--- src/rtl/ff256ct_sched_pkg.sv ---
// Shared types for the FF256 cosine-transform issue scheduler.
package ff256ct_sched_pkg;

    // Tags carry the widest id a supported configuration (up to 8 requesters) can need.
    localparam int MAX_ID_W = 3;

    typedef enum logic [1:0] {
        IDLE  = 2'd0,
        RUN   = 2'd1,
        DRAIN = 2'd2
    } sched_state_t;

    typedef struct packed {
        logic                vld;
        logic [MAX_ID_W-1:0] id;
    } tag_t;

    function automatic int id_width(input int n_req);
        return (n_req <= 2) ? 1 : $clog2(n_req);
    endfunction

endpackage

--- src/rtl/ff256ct_rsp_fifo.sv ---
// First-word-fall-through response FIFO with occupancy count; output reads as zero while empty.
module ff256ct_rsp_fifo #(
    parameter int WIDTH = 66,
    parameter int DEPTH = 8,
    localparam int PTR_W = $clog2(DEPTH),
    localparam int CNT_W = $clog2(DEPTH) + 1
) (
    input  logic             clk,
    input  logic             reset,
    input  logic             push,
    input  logic [WIDTH-1:0] push_data,
    input  logic             pop,
    output logic [WIDTH-1:0] pop_data,
    output logic             empty,
    output logic             full,
    output logic [CNT_W-1:0] count
);

    logic [WIDTH-1:0] mem [DEPTH];
    logic [PTR_W-1:0] wr_ptr;
    logic [PTR_W-1:0] rd_ptr;
    logic             do_pop;

    assign do_pop   = pop && !empty;
    assign empty    = (count == '0);
    assign full     = (count == CNT_W'(DEPTH));
    assign pop_data = empty ? '0 : mem[rd_ptr];

    // Pointers wrap naturally because DEPTH is a power of two.
    always_ff @(posedge clk or negedge reset) begin
        if (!reset) begin
            wr_ptr <= '0;
            rd_ptr <= '0;
            count  <= '0;
        end else begin
            if (push) begin
                wr_ptr <= wr_ptr + PTR_W'(1);
            end
            if (do_pop) begin
                rd_ptr <= rd_ptr + PTR_W'(1);
            end
            case ({push, do_pop})
                2'b10:   count <= count + CNT_W'(1);
                2'b01:   count <= count - CNT_W'(1);
                default: count <= count;
            endcase
        end
    end

    always_ff @(posedge clk) begin
        if (push) begin
            mem[wr_ptr] <= push_data;
        end
    end

endmodule

--- src/rtl/ff256ct_issue_sched.sv ---
// Round-robin issue scheduler sharing one FF256 cosine-transform engine between requesters,
// with credit-based issue so every in-flight result always has a response FIFO slot.
module ff256ct_issue_sched
    import ff256ct_sched_pkg::*;
#(
    parameter int N_REQ     = 4,
    parameter int CORE_LAT  = 1,
    parameter int RSP_DEPTH = 8
) (
    input  logic                        clk,
    input  logic                        reset,
    input  logic                        en,
    input  logic [N_REQ-1:0]            req_valid,
    input  logic [64*N_REQ-1:0]         req_data,
    output logic [N_REQ-1:0]            req_ready,
    output logic [63:0]                 core_x_in,
    input  logic [63:0]                 core_x_out,
    output logic                        rsp_valid,
    output logic [63:0]                 rsp_data,
    output logic [$clog2(N_REQ)-1:0]    rsp_id,
    input  logic                        rsp_ready,
    output logic                        busy,
    output logic [$clog2(CORE_LAT+1):0] inflight
);

    localparam int ID_W   = id_width(N_REQ);
    localparam int CNT_W  = $clog2(RSP_DEPTH) + 1;
    localparam int INF_W  = $clog2(CORE_LAT + 1) + 1;
    localparam int FIFO_W = 64 + ID_W;

    sched_state_t      state;
    sched_state_t      state_next;
    logic              issue_ok;
    logic              has_credit;
    logic              grant_found;
    logic [ID_W-1:0]   grant_idx;
    logic [ID_W-1:0]   rr_ptr;
    logic              issue;
    logic [63:0]       sel_data;
    tag_t              tag_pipe [CORE_LAT];
    logic              fifo_push;
    logic [FIFO_W-1:0] fifo_wr_data;
    logic [FIFO_W-1:0] fifo_rd_data;
    logic              fifo_empty;
    logic              fifo_full;
    logic [CNT_W-1:0]  fifo_count;
    logic              unused_tag_bits;

    always_ff @(posedge clk or negedge reset) begin
        if (!reset) begin
            state <= IDLE;
        end else begin
            state <= state_next;
        end
    end

    // DRAIN waits for the tag pipe to empty; FIFO contents may still be pending.
    always_comb begin
        state_next = state;
        unique case (state)
            IDLE:    if (en) state_next = RUN;
            RUN:     if (!en) state_next = DRAIN;
            DRAIN: begin
                if (en) begin
                    state_next = RUN;
                end else if (inflight == '0) begin
                    state_next = IDLE;
                end
            end
            default: state_next = IDLE;
        endcase
    end

    always_comb begin
        issue_ok = (state == RUN);
    end

    // A pop this cycle only frees credit once fifo_count drops on the next edge.
    assign has_credit = (int'(fifo_count) + int'(inflight)) < RSP_DEPTH;

    always_comb begin
        int cand;
        grant_found = 1'b0;
        grant_idx   = '0;
        cand        = 0;
        for (int k = 0; k < N_REQ; k++) begin
            cand = int'(rr_ptr) + k;
            if (cand >= N_REQ) begin
                cand = cand - N_REQ;
            end
            if (!grant_found && req_valid[cand[ID_W-1:0]]) begin
                grant_found = 1'b1;
                grant_idx   = cand[ID_W-1:0];
            end
        end
    end

    assign issue = issue_ok && has_credit && grant_found;

    always_comb begin
        req_ready = '0;
        if (issue) begin
            req_ready[grant_idx] = 1'b1;
        end
    end

    always_comb begin
        sel_data = '0;
        for (int i = 0; i < N_REQ; i++) begin
            if (grant_idx == ID_W'(i)) begin
                sel_data = req_data[64*i +: 64];
            end
        end
    end

    always_ff @(posedge clk or negedge reset) begin
        if (!reset) begin
            rr_ptr    <= '0;
            core_x_in <= '0;
            inflight  <= '0;
            for (int s = 0; s < CORE_LAT; s++) begin
                tag_pipe[s] <= '0;
            end
        end else begin
            if (issue) begin
                rr_ptr    <= (grant_idx == ID_W'(N_REQ - 1)) ? '0 : grant_idx + ID_W'(1);
                core_x_in <= sel_data;
            end
            tag_pipe[0] <= '{vld: issue, id: MAX_ID_W'(grant_idx)};
            for (int s = 1; s < CORE_LAT; s++) begin
                tag_pipe[s] <= tag_pipe[s-1];
            end
            if (issue && !fifo_push) begin
                inflight <= inflight + INF_W'(1);
            end else if (!issue && fifo_push) begin
                inflight <= inflight - INF_W'(1);
            end
        end
    end

    assign fifo_push       = tag_pipe[CORE_LAT-1].vld;
    assign fifo_wr_data    = {core_x_out, tag_pipe[CORE_LAT-1].id[ID_W-1:0]};
    assign unused_tag_bits = ^tag_pipe[CORE_LAT-1].id;

    ff256ct_rsp_fifo #(
        .WIDTH (FIFO_W),
        .DEPTH (RSP_DEPTH)
    ) u_rsp_fifo (
        .clk       (clk),
        .reset     (reset),
        .push      (fifo_push),
        .push_data (fifo_wr_data),
        .pop       (rsp_valid && rsp_ready),
        .pop_data  (fifo_rd_data),
        .empty     (fifo_empty),
        .full      (fifo_full),
        .count     (fifo_count)
    );

    assign rsp_valid = !fifo_empty;
    assign rsp_data  = fifo_rd_data[FIFO_W-1:ID_W];
    assign rsp_id    = fifo_rd_data[ID_W-1:0];
    assign busy      = (state != IDLE) || (inflight != '0) || !fifo_empty;

    assert property (@(posedge clk) disable iff (!reset) fifo_push |-> !fifo_full);

endmodule

--- config.mk ---
export PLATFORM = sky130hd
export DESIGN_NAME = ff256ct_issue_sched
export DESIGN_NICKNAME = d
export VERILOG_FILES = /design/src/rtl/ff256ct_sched_pkg.sv /design/src/rtl/ff256ct_rsp_fifo.sv /design/src/rtl/ff256ct_issue_sched.sv
export SDC_FILE = /design/constraint.sdc
export NUM_CORES = 1
export LEC_CHECK = 0
export BUFFER_PORTS_ARGS = -buffer_cell sky130_fd_sc_hd__clkbuf_2
export CORE_MARGIN = 4
export CORE_UTILIZATION = 30
export CTS_CLUSTER_SIZE = 20
export DETAILED_ROUTE_END_ITERATION = 6
export PLACE_DENSITY = 0.59
export SKIP_CTS_REPAIR_TIMING = 1
export SLEW_MARGIN = 20
export SYNTH_ARGS = -nofsm -noshare
export SYNTH_HDL_FRONTEND = slang
export SYNTH_SLANG_ARGS = --single-unit
--- constraint.sdc ---
create_clock -name clk -period 7.08 [get_ports clk]
set_input_delay 0.354 -clock clk [delete_from_list [all_inputs] [get_ports clk]]
set_output_delay 0.354 -clock clk [all_outputs]
set_load 0.02 [all_outputs]
==> run summary, run 1 <==
Fin crit period -> 4.21 ns
Worst path top cell family by delay -> buffers and inverters
Area growth syn-to-layout -> 24.3%
Initial Util -> 30.4%
Synth Register Bits -> 611
DP Worst Slack -> 2.96 ns
EDFF count, synth -> 528
Initial antenna violation count -> 20
First-pass GRT wire length -> 111000 um
CTS Buf Count -> 71
Post-Route WL -> 77300 um
DIE WIDTH -> 295 um
Rel. slew slack -> 30.9%
# nets final -> 2145
Fin crit share -> 59.5%
Row Count -> 104
Fmax achieved -> 237 MHz
Worst hold path type -> primary input to flop
Netlist cell types -> 41
Clock transition at the registers of the reported paths -> 0.06 ns
Outcome -> finished clean
Grt ovf -> 0
TNS Setup -> 0 ns
Arr. time, crit path -> 3.86 ns
RSZ-0062 raised after global routing -> no
Final Hold Viols -> 0
Post-DRT Antenna Nets -> 0
Seq/Total Area, Yosys -> 72.8%
DR iter-0 viols -> 902
Port Buffers -> 465
Peak supply drop -> 0.000279 V
Share of cells above drive strength 1 -> 40.5%
Htree depth -> 3
TritonCTS clock tree -> done
IO Pins -> 466
Data required time at the worst endpoint -> 6.73 ns
Final Max Slew Viols -> 0
Die Area -> 0.0868 mm^2
Via count -> 15100
Worst path max stage delay -> 0.64 ns
Post-Route Utilization -> 37.8%
DIE HEIGHT -> 295 um
Largest net degree at the start of global routing -> 126
P_leak -> 0.0113 uW
Vias per inst -> 5.13
Synth Cell Area -> 0.0246 mm^2
TritonRoute pass-1 iters -> 5
Worst path slowest cell -> inv_2
Worst Skew -> 0.0294 ns
Placed cells -> 2782
Cell Pwr Density -> 421 mW/mm^2
Syn Inst Count -> 1325
Clock root buffer -> clkbuf_16
Critical path class -> flop to output pin
Ys flop type -> edfxtp_1
CORE AREA -> 0.0809 mm^2
Ys async rst share -> 13.6%
Routability cong. -> 1.00
GRT Total Usage -> 17.6%
Final setup violation count -> 0
Vias in the first global route -> 16100
Most common cell after layout, fill and taps aside -> edfxtp_1
Clock sinks -> 611
Synth warn -> 0
Crit path launch type -> flop
Post-Syn Area per Cell -> 18.6 um^2
Commonest non-fill, non-tap cells in the layout -> edfxtp_1, clkbuf_2, mux4_2, dfrtp_1, clkbuf_16
Net count after synthesis -> 1665
Residual DRC -> 0
Max Cap Viol -> 0
CP Capture Type -> output pin
Routed wire per std cell -> 26.3 um
Most used cell along the critical path -> nor2_1
Worst-path fanout max -> 65
Clk_lat worst skew -> 0.61 ns
Critical-path cell list -> mux2i_1 -> nor2_1 -> nor3_1 -> ha_2 -> buf_4 -> inv_2 -> nor2_1 -> clkbuf_2
Worst-case clock buffer depth -> 3
DP Wirelength -> 49300 um
Setup ws final -> 2.87 ns
Crit path buf inv count -> 3
Slew @ Worst Pin -> 1.04 ns
Final cell count without fillers -> 2936
synthesized netlist by cell type (2+ instances only):
library cell    n  area (um^2)
o31ai_1        64          480
o21a_1          2         15.0
a22o_1         66          578
and3_1         65          407
a211oi_1       64          480
inv_1          13         48.8
mux2i_1         2         20.0
ha_1           11          138
xor2_1          5         43.8
buf_6           8         90.1
o22ai_1        63          394
buf_1           4         15.0
buf_2          25          125
nand2b_1        6         37.5
mux4_2        132         2970
nand2_1        73          274
mux2_2          2         22.5
xnor2_1         5         43.8
nor2_1         13         48.8
edfxtp_1      528        15900
inv_2           2         7.51
nand3_1         2         10.0
nor3_1          4         20.0
buf_4           7         52.6
dfrtp_1        83         2080
clkbuf_1       54          203
and2_1          2         12.5
a21oi_1         7         35.0
state kept, by name, summed over array words and instances (netlist names):
register           count
fifo_wr_data           2
inflight               2
u_rsp_fifo.wr_ptr      3
u_rsp_fifo.count       4
state                  2
u_rsp_fifo.rd_ptr      3
u_rsp_fifo.mem       528
rr_ptr                 2
fifo_push              1
core_x_in             64
kinds of logic after synthesis:
group                    after synthesis  synth area share [%]
multiplexers                         137                  12.3
buffers and inverters                113                  2.20
AND/OR/NAND/NOR                      169                  3.46
flip-flops                           611                  72.8
AO/OA/AOI/OAI                        273                  8.28
XOR/XNOR                              10                 0.355
adder cells (fa/ha/maj)               12                 0.640
metrics by stage:
stage	cell area, um^2	hold WS [ns]	power (uW)
after global placement	28100	0.344	9360
after detailed placement	28100	0.344	9430
after CTS	30500	-0.343	13100
after global routing	30600	0.00146	13600
after floorplan	24600	0.0584	7760
final	30600	0.0198	12900
layer usage:
metal | up-vias | wire length [um] | global-route usage, %
met5 | - | 57 | 0
met3 | 129 | 5790 | 4.55
met1 | 7811 | 29300 | 21.1
li1 | 6498 | - | -
met2 | 620 | 38400 | 29.3
met4 | 8 | 3770 | 9.06
worst register-to-register path, cell delays in order (launching register included):
cell      delay (ns)
dfrtp_1         0.43
mux2i_1         0.20
nor2_1          0.06
nor3_1          0.49
ha_2            0.28
buf_4           0.60
inv_2           0.66
and3_1          0.35
a211oi_1        0.66
o31ai_1         0.16
where the power goes:
group | leakage, uW | internal (uW) | switching, uW
Clock | 0.00114 | 2140 | 1510
Combinational | 0.00439 | 1770 | 2800
Sequential | 0.00579 | 4360 | 314
Total | 0.0113 | 8280 | 4620
layout make-up:
cell class	instances	area, um^2
diodes	14	35.0
well taps	1060	1330
fillers	7594	50300
clock inverters	37	459
clock buffers	93	1890
repair buffers	505	2680
inverters	15	56.3
flip-flops and latches	611	17900
multi-input cells	601	6250
worst paths after layout:
path	depth (start not counted)	from	slack (ns)	endpoint
max	8	rr_ptr[1]$_DFFE_PN0P_	2.87	req_ready[1]
min	1	core_x_out[3]	0.02	u_rsp_fifo.mem[2][5]$_DFFE_PP_
max reg2reg	9	rr_ptr[1]$_DFFE_PN0P_	3.03	core_x_in[5]$_DFFE_PN0P_
min reg2reg	2	core_x_in[25]$_DFFE_PN0P_	0.49	core_x_in[25]$_DFFE_PN0P_
max in group asynchronous	3	reset	5.56	u_rsp_fifo.rd_ptr[0]$_DFFE_PN0N_
min in group asynchronous	2	reset	0.24	core_x_in[24]$_DFFE_PN0P_
Note: power is estimated with default switching activity, not from simulation.
==> inputs of run 2 (changes only) <==
--- a/config.mk
+++ b/config.mk
@@ -5,12 +5,13 @@
 export SDC_FILE = /design/constraint.sdc
 export NUM_CORES = 1
 export LEC_CHECK = 0
+export ABC_AREA = 1
 export BUFFER_PORTS_ARGS = -buffer_cell sky130_fd_sc_hd__clkbuf_2
 export CORE_MARGIN = 4
 export CORE_UTILIZATION = 30
 export CTS_CLUSTER_SIZE = 20
 export DETAILED_ROUTE_END_ITERATION = 6
-export PLACE_DENSITY = 0.59
+export PLACE_DENSITY = 0.61
 export SKIP_CTS_REPAIR_TIMING = 1
 export SLEW_MARGIN = 20
 export SYNTH_ARGS = -nofsm -noshare
==> constraint.sdc (replaced) <==
create_clock -name clk -period 3.4 [get_ports clk]
set_input_delay 0.17 -clock clk [delete_from_list [all_inputs] [get_ports clk]]
set_output_delay 0.17 -clock clk [all_outputs]
set_load 0.02 [all_outputs]
==> run 2 against run 1 <==
The flow now finishes with violations (design-rule violations, negative hold slack). Hold slack worse by 0.040 ns. Cell count grew 43%. Non-clock buffer count grew 144. Synthesized cell count increased by 84%. Sequential cell count stayed put. Critical endpoint is now req_ready[0]. Power grew to 2.5 times the previous value. Core utilization increased by 0.92 points. Sequential power increased by 110%. Clock-buffer cell count down 9. Via count grew 35%.
==> run summary, run 2 <==
Outcome -> complete, but fails checks (was finished clean)
Violated checks -> design-rule violations, negative hold slack
P_leak -> 0.0129 uW (was 0.0113 uW)
Residual DRC -> 4 (was 0)
Clock root buffer -> clkbuf_16 (unchanged)
Dominant cell type by area after synthesis -> edfxtp_1 (unchanged)
Net count after synthesis -> 2784 (was 1665)
Largest net degree at the start of global routing -> 110 (was 126)
EDFF count, synth -> 528 (unchanged)
Synth warn -> 0 (unchanged)
RSZ-0062 raised after global routing -> no (unchanged)
Top Registers -> u_rsp_fifo.mem x528, core_x_in x64, u_rsp_fifo.count x4 (unchanged)
Final cell count without fillers -> 4207 (was 2936)
DIE WIDTH -> 303 um (was 295 um)
Setup ws final -> 0.214 ns (was 2.87 ns)
Synth Area in Simple Gates -> 14.0% (was 3.46%)
Area growth syn-to-layout -> 28.3% (was 24.3%)
# nets final -> 3335 (was 2145)
Fmax achieved -> 314 MHz
Fin crit share -> 93.7%
Port Buffers -> 465 (unchanged)
Final Hold Viols -> 11 (was 0)
Placed cells -> 3947 (was 2782)
FF-to-FF path depth -> 21 (was 9)
Arr. time, crit path -> 3.02 ns (was 3.86 ns)
Crit path launch type -> flop (unchanged)
Data required time at the worst endpoint -> 3.23 ns (was 6.73 ns)
Final setup violation count -> 0 (unchanged)
Peak supply drop -> 0.000899 V (was 0.000279 V)
Post-Route WL -> 82600 um (was 77300 um)
Synth Area in XOR/XNOR -> 0.301% (was 0.355%)
Post-synthesis adder-cell area fraction -> 0.602% (was 0.640%)
CORE AREA -> 0.0866 mm^2 (was 0.0809 mm^2)
Hold Crit Depth -> 5 (was 1)
WHS -> -0.0206 ns (was 0.0198 ns)
CP Capture Type -> output pin (unchanged)
Commonest non-fill, non-tap cells in the layout -> edfxtp_1, o21ai_0, nor2_1, clkbuf_2, nand2_1 (was edfxtp_1, clkbuf_2, mux4_2, dfrtp_1, clkbuf_16)
Worst Setup EP -> req_ready[0] (was req_ready[1])
Htree depth -> 3 (unchanged)
Sw frac -> 43.8% (was 35.8%)
IO Pins -> 466 (unchanged)
Combinational group share of total power -> 47.5% (was 35.4%)
Synth Area in Compound Gates -> 13.1% (was 8.28%)
TritonRoute pass-1 iters -> 7 (was 5)
Seq pwr share -> 29.4% (was 36.2%)
Combinational family with the most area after synthesis -> simple AND/OR/NAND/NOR gates (was multiplexers)
Cell Pwr Density -> 975 mW/mm^2 (was 421 mW/mm^2)
Worst-case clock buffer depth -> 3 (unchanged)
Post-Syn Area per Cell -> 10.7 um^2 (was 18.6 um^2)
DR iter-0 viols -> 1554 (was 902)
R2R setup slack -> 0.39 ns (was 3.03 ns)
Grt ovf -> 0 (unchanged)
Critical path class -> flop to output pin (unchanged)
Clock sinks -> 611 (unchanged)
Ys flop type -> edfxtp_1 (unchanged)
Synth Register Bits -> 611 (unchanged)
Rel. slew slack -> 42.9% (was 30.9%)
GRT Total Usage -> 17.2% (was 17.6%)
CTS Buf Count -> 71 (unchanged)
Worst-path fanout max -> 70 (was 65)
DIE HEIGHT -> 303 um (was 295 um)
Clock share of power -> 23.1% (was 28.3%)
Post-DRT Antenna Nets -> 0 (unchanged)
Vias per inst -> 4.84 (was 5.13)
Initial Util -> 30.2% (was 30.4%)
Worst r2r src -> rr_ptr[0]$_DFFE_PN0P_ (was rr_ptr[1]$_DFFE_PN0P_)
Seq/Total Area, Yosys -> 68.5% (was 72.8%)
Routed wire per std cell -> 19.6 um (was 26.3 um)
TritonCTS clock tree -> done (unchanged)
Worst hold path type -> primary input to flop (unchanged)
HP Start -> req_data[245] (was core_x_out[3])
Vias in the first global route -> 19500 (was 16100)
Die Area -> 0.0921 mm^2 (was 0.0868 mm^2)
Clock transition at the registers of the reported paths -> 0.06 ns (about the same)
Share of cells above drive strength 1 -> 21.4% (was 40.5%)
Cell-internal power -> 18400 uW (was 8280 uW)
Via count -> 20400 (was 15100)
Mux contribution to synthesized area -> 0.0430% (was 12.3%)
Fin crit period -> 3.19 ns
Max Cap Viol -> 0 (unchanged)
Worst Skew -> 0.0379 ns (was 0.0294 ns)
Synth top area cells -> edfxtp_1, o21ai_0, dfrtp_1, nor2_1, nand2_1 (was edfxtp_1, mux4_2, dfrtp_1, a22o_1, a211oi_1)
Clk_lat worst skew -> 0.62 ns (was 0.61 ns)
Syn Inst Count -> 2444 (was 1325)
Largest register FFs -> 528 (unchanged)
CP Launch Point -> rr_ptr[0]$_DFFE_PN0P_ (was rr_ptr[1]$_DFFE_PN0P_)
Biggest register -> u_rsp_fifo.mem (unchanged)
Slew @ Worst Pin -> 0.856 ns (was 1.04 ns)
Most common cell after layout, fill and taps aside -> edfxtp_1 (unchanged)
Worst r2r dst -> core_x_in[28]$_DFFE_PN0P_ (was core_x_in[5]$_DFFE_PN0P_)
Commonest cells in the netlist -> edfxtp_1, o21ai_0, nor2_1, nand2_1, clkbuf_1 (was edfxtp_1, mux4_2, dfrtp_1, nand2_1, a22o_1)
Synth Cell Area -> 0.0262 mm^2 (was 0.0246 mm^2)
Row Count -> 108 (was 104)
Most frequent cell after synthesis -> edfxtp_1 (unchanged)
First-pass GRT wire length -> 120000 um (was 111000 um)
DP Worst Slack -> 0.272 ns (was 2.96 ns)
Routability cong. -> 0.956 (was 1.00)
Netlist cell types -> 30 (was 41)
NetSw -> 14300 uW (was 4620 uW)
Initial antenna violation count -> 9 (was 20)
Ys async rst share -> 13.6% (unchanged)
DP Wirelength -> 50400 um (was 49300 um)
Final Max Slew Viols -> 0 (unchanged)
Top cell type's share of synthesized area -> 60.6% (was 64.4%)
[run 2: worst min-delay path by stage]
| stage | endpoint | slack, ns |
|---|---|---|
| final | core_x_in[53]$_DFFE_PN0P_ | -0.02 |
| after global routing | core_x_in[4]$_DFFE_PN0P_ | 0.003 |
| after CTS | core_x_in[49]$_DFFE_PN0P_ | -0.41 |
| after detailed placement | core_x_in[49]$_DFFE_PN0P_ | 0.27 |
| after global placement | core_x_in[49]$_DFFE_PN0P_ | 0.28 |
| after floorplan | core_x_in[0]$_DFFE_PN0P_ | -0.13 |
[run 2: critical path, stage by stage, from the launching register on]
cell and delay (ns):
dfrtp_2 0.50, inv_2 0.14, nand2_1 0.07, nand2_2 0.11, nand2_1 0.06, o21ai_1 0.11
nand3b_4 0.16, buf_4 0.43, nand2_4 0.10, buf_12 0.23, nor2_1 0.15, clkbuf_2 0.20
[run 2: power by group through the flow]
stage / Combinational [uW] / Clock, uW / Sequential [uW]
floorplan: 9670 / 0 / 9930
global placement: 15300 / 0 / 9770
detailed placement: 15500 / 0 / 9760
CTS: 15500 / 7770 / 9630
global route: 17400 / 8080 / 9720
finish: 15600 / 7550 / 9630
[run 2: per-layer routing]
metal	wire (um)	vias up	global-route usage, %
met5	59	-	0
met4	3400	10	7.23
met3	5820	148	3.52
met2	40100	748	29.0
met1	33200	9764	21.6
li1	-	9699	-
[run 2: area by class of cell]
class	instances	area, um^2
Antenna cell	3	7.51
Clock buffer	84	1830
Clock inverter	43	502
Fill cell	8346	53000
Inverter	34	135
Multi-Input combinational cell	1628	7460
Sequential cell	611	17900
Tap cell	1155	1450
Timing Repair Buffer	649	4270
[run 2: cells by family after synthesis]
family                     after synthesis
adders and majority gates               12
xor gates and xnor gates                 9
buffers and inverters                  205
DFF                                    611
muxes                                    1
AOI/OAI and AO/OA                      669
and+or+nand+nor                        937
[run 2: through the flow]
| step | utilization [%] | hold slack (ns) | cell area [um^2] | TNS, ns | power, uW |
|---|---|---|---|---|---|
| after global placement | 34.6 | 0.276 | 29900 | 0 | 25100 |
| after floorplan | - | -0.126 | 26200 | -166.09 | 19600 |
| after global routing | 38.8 | 0.00259 | 33600 | 0 | 35200 |
| final | 38.8 | -0.0206 | 33600 | 0 | 32700 |
| after CTS | 37.2 | -0.414 | 32300 | -0.181 | 32900 |
| after detailed placement | 34.6 | 0.269 | 29900 | 0 | 25200 |
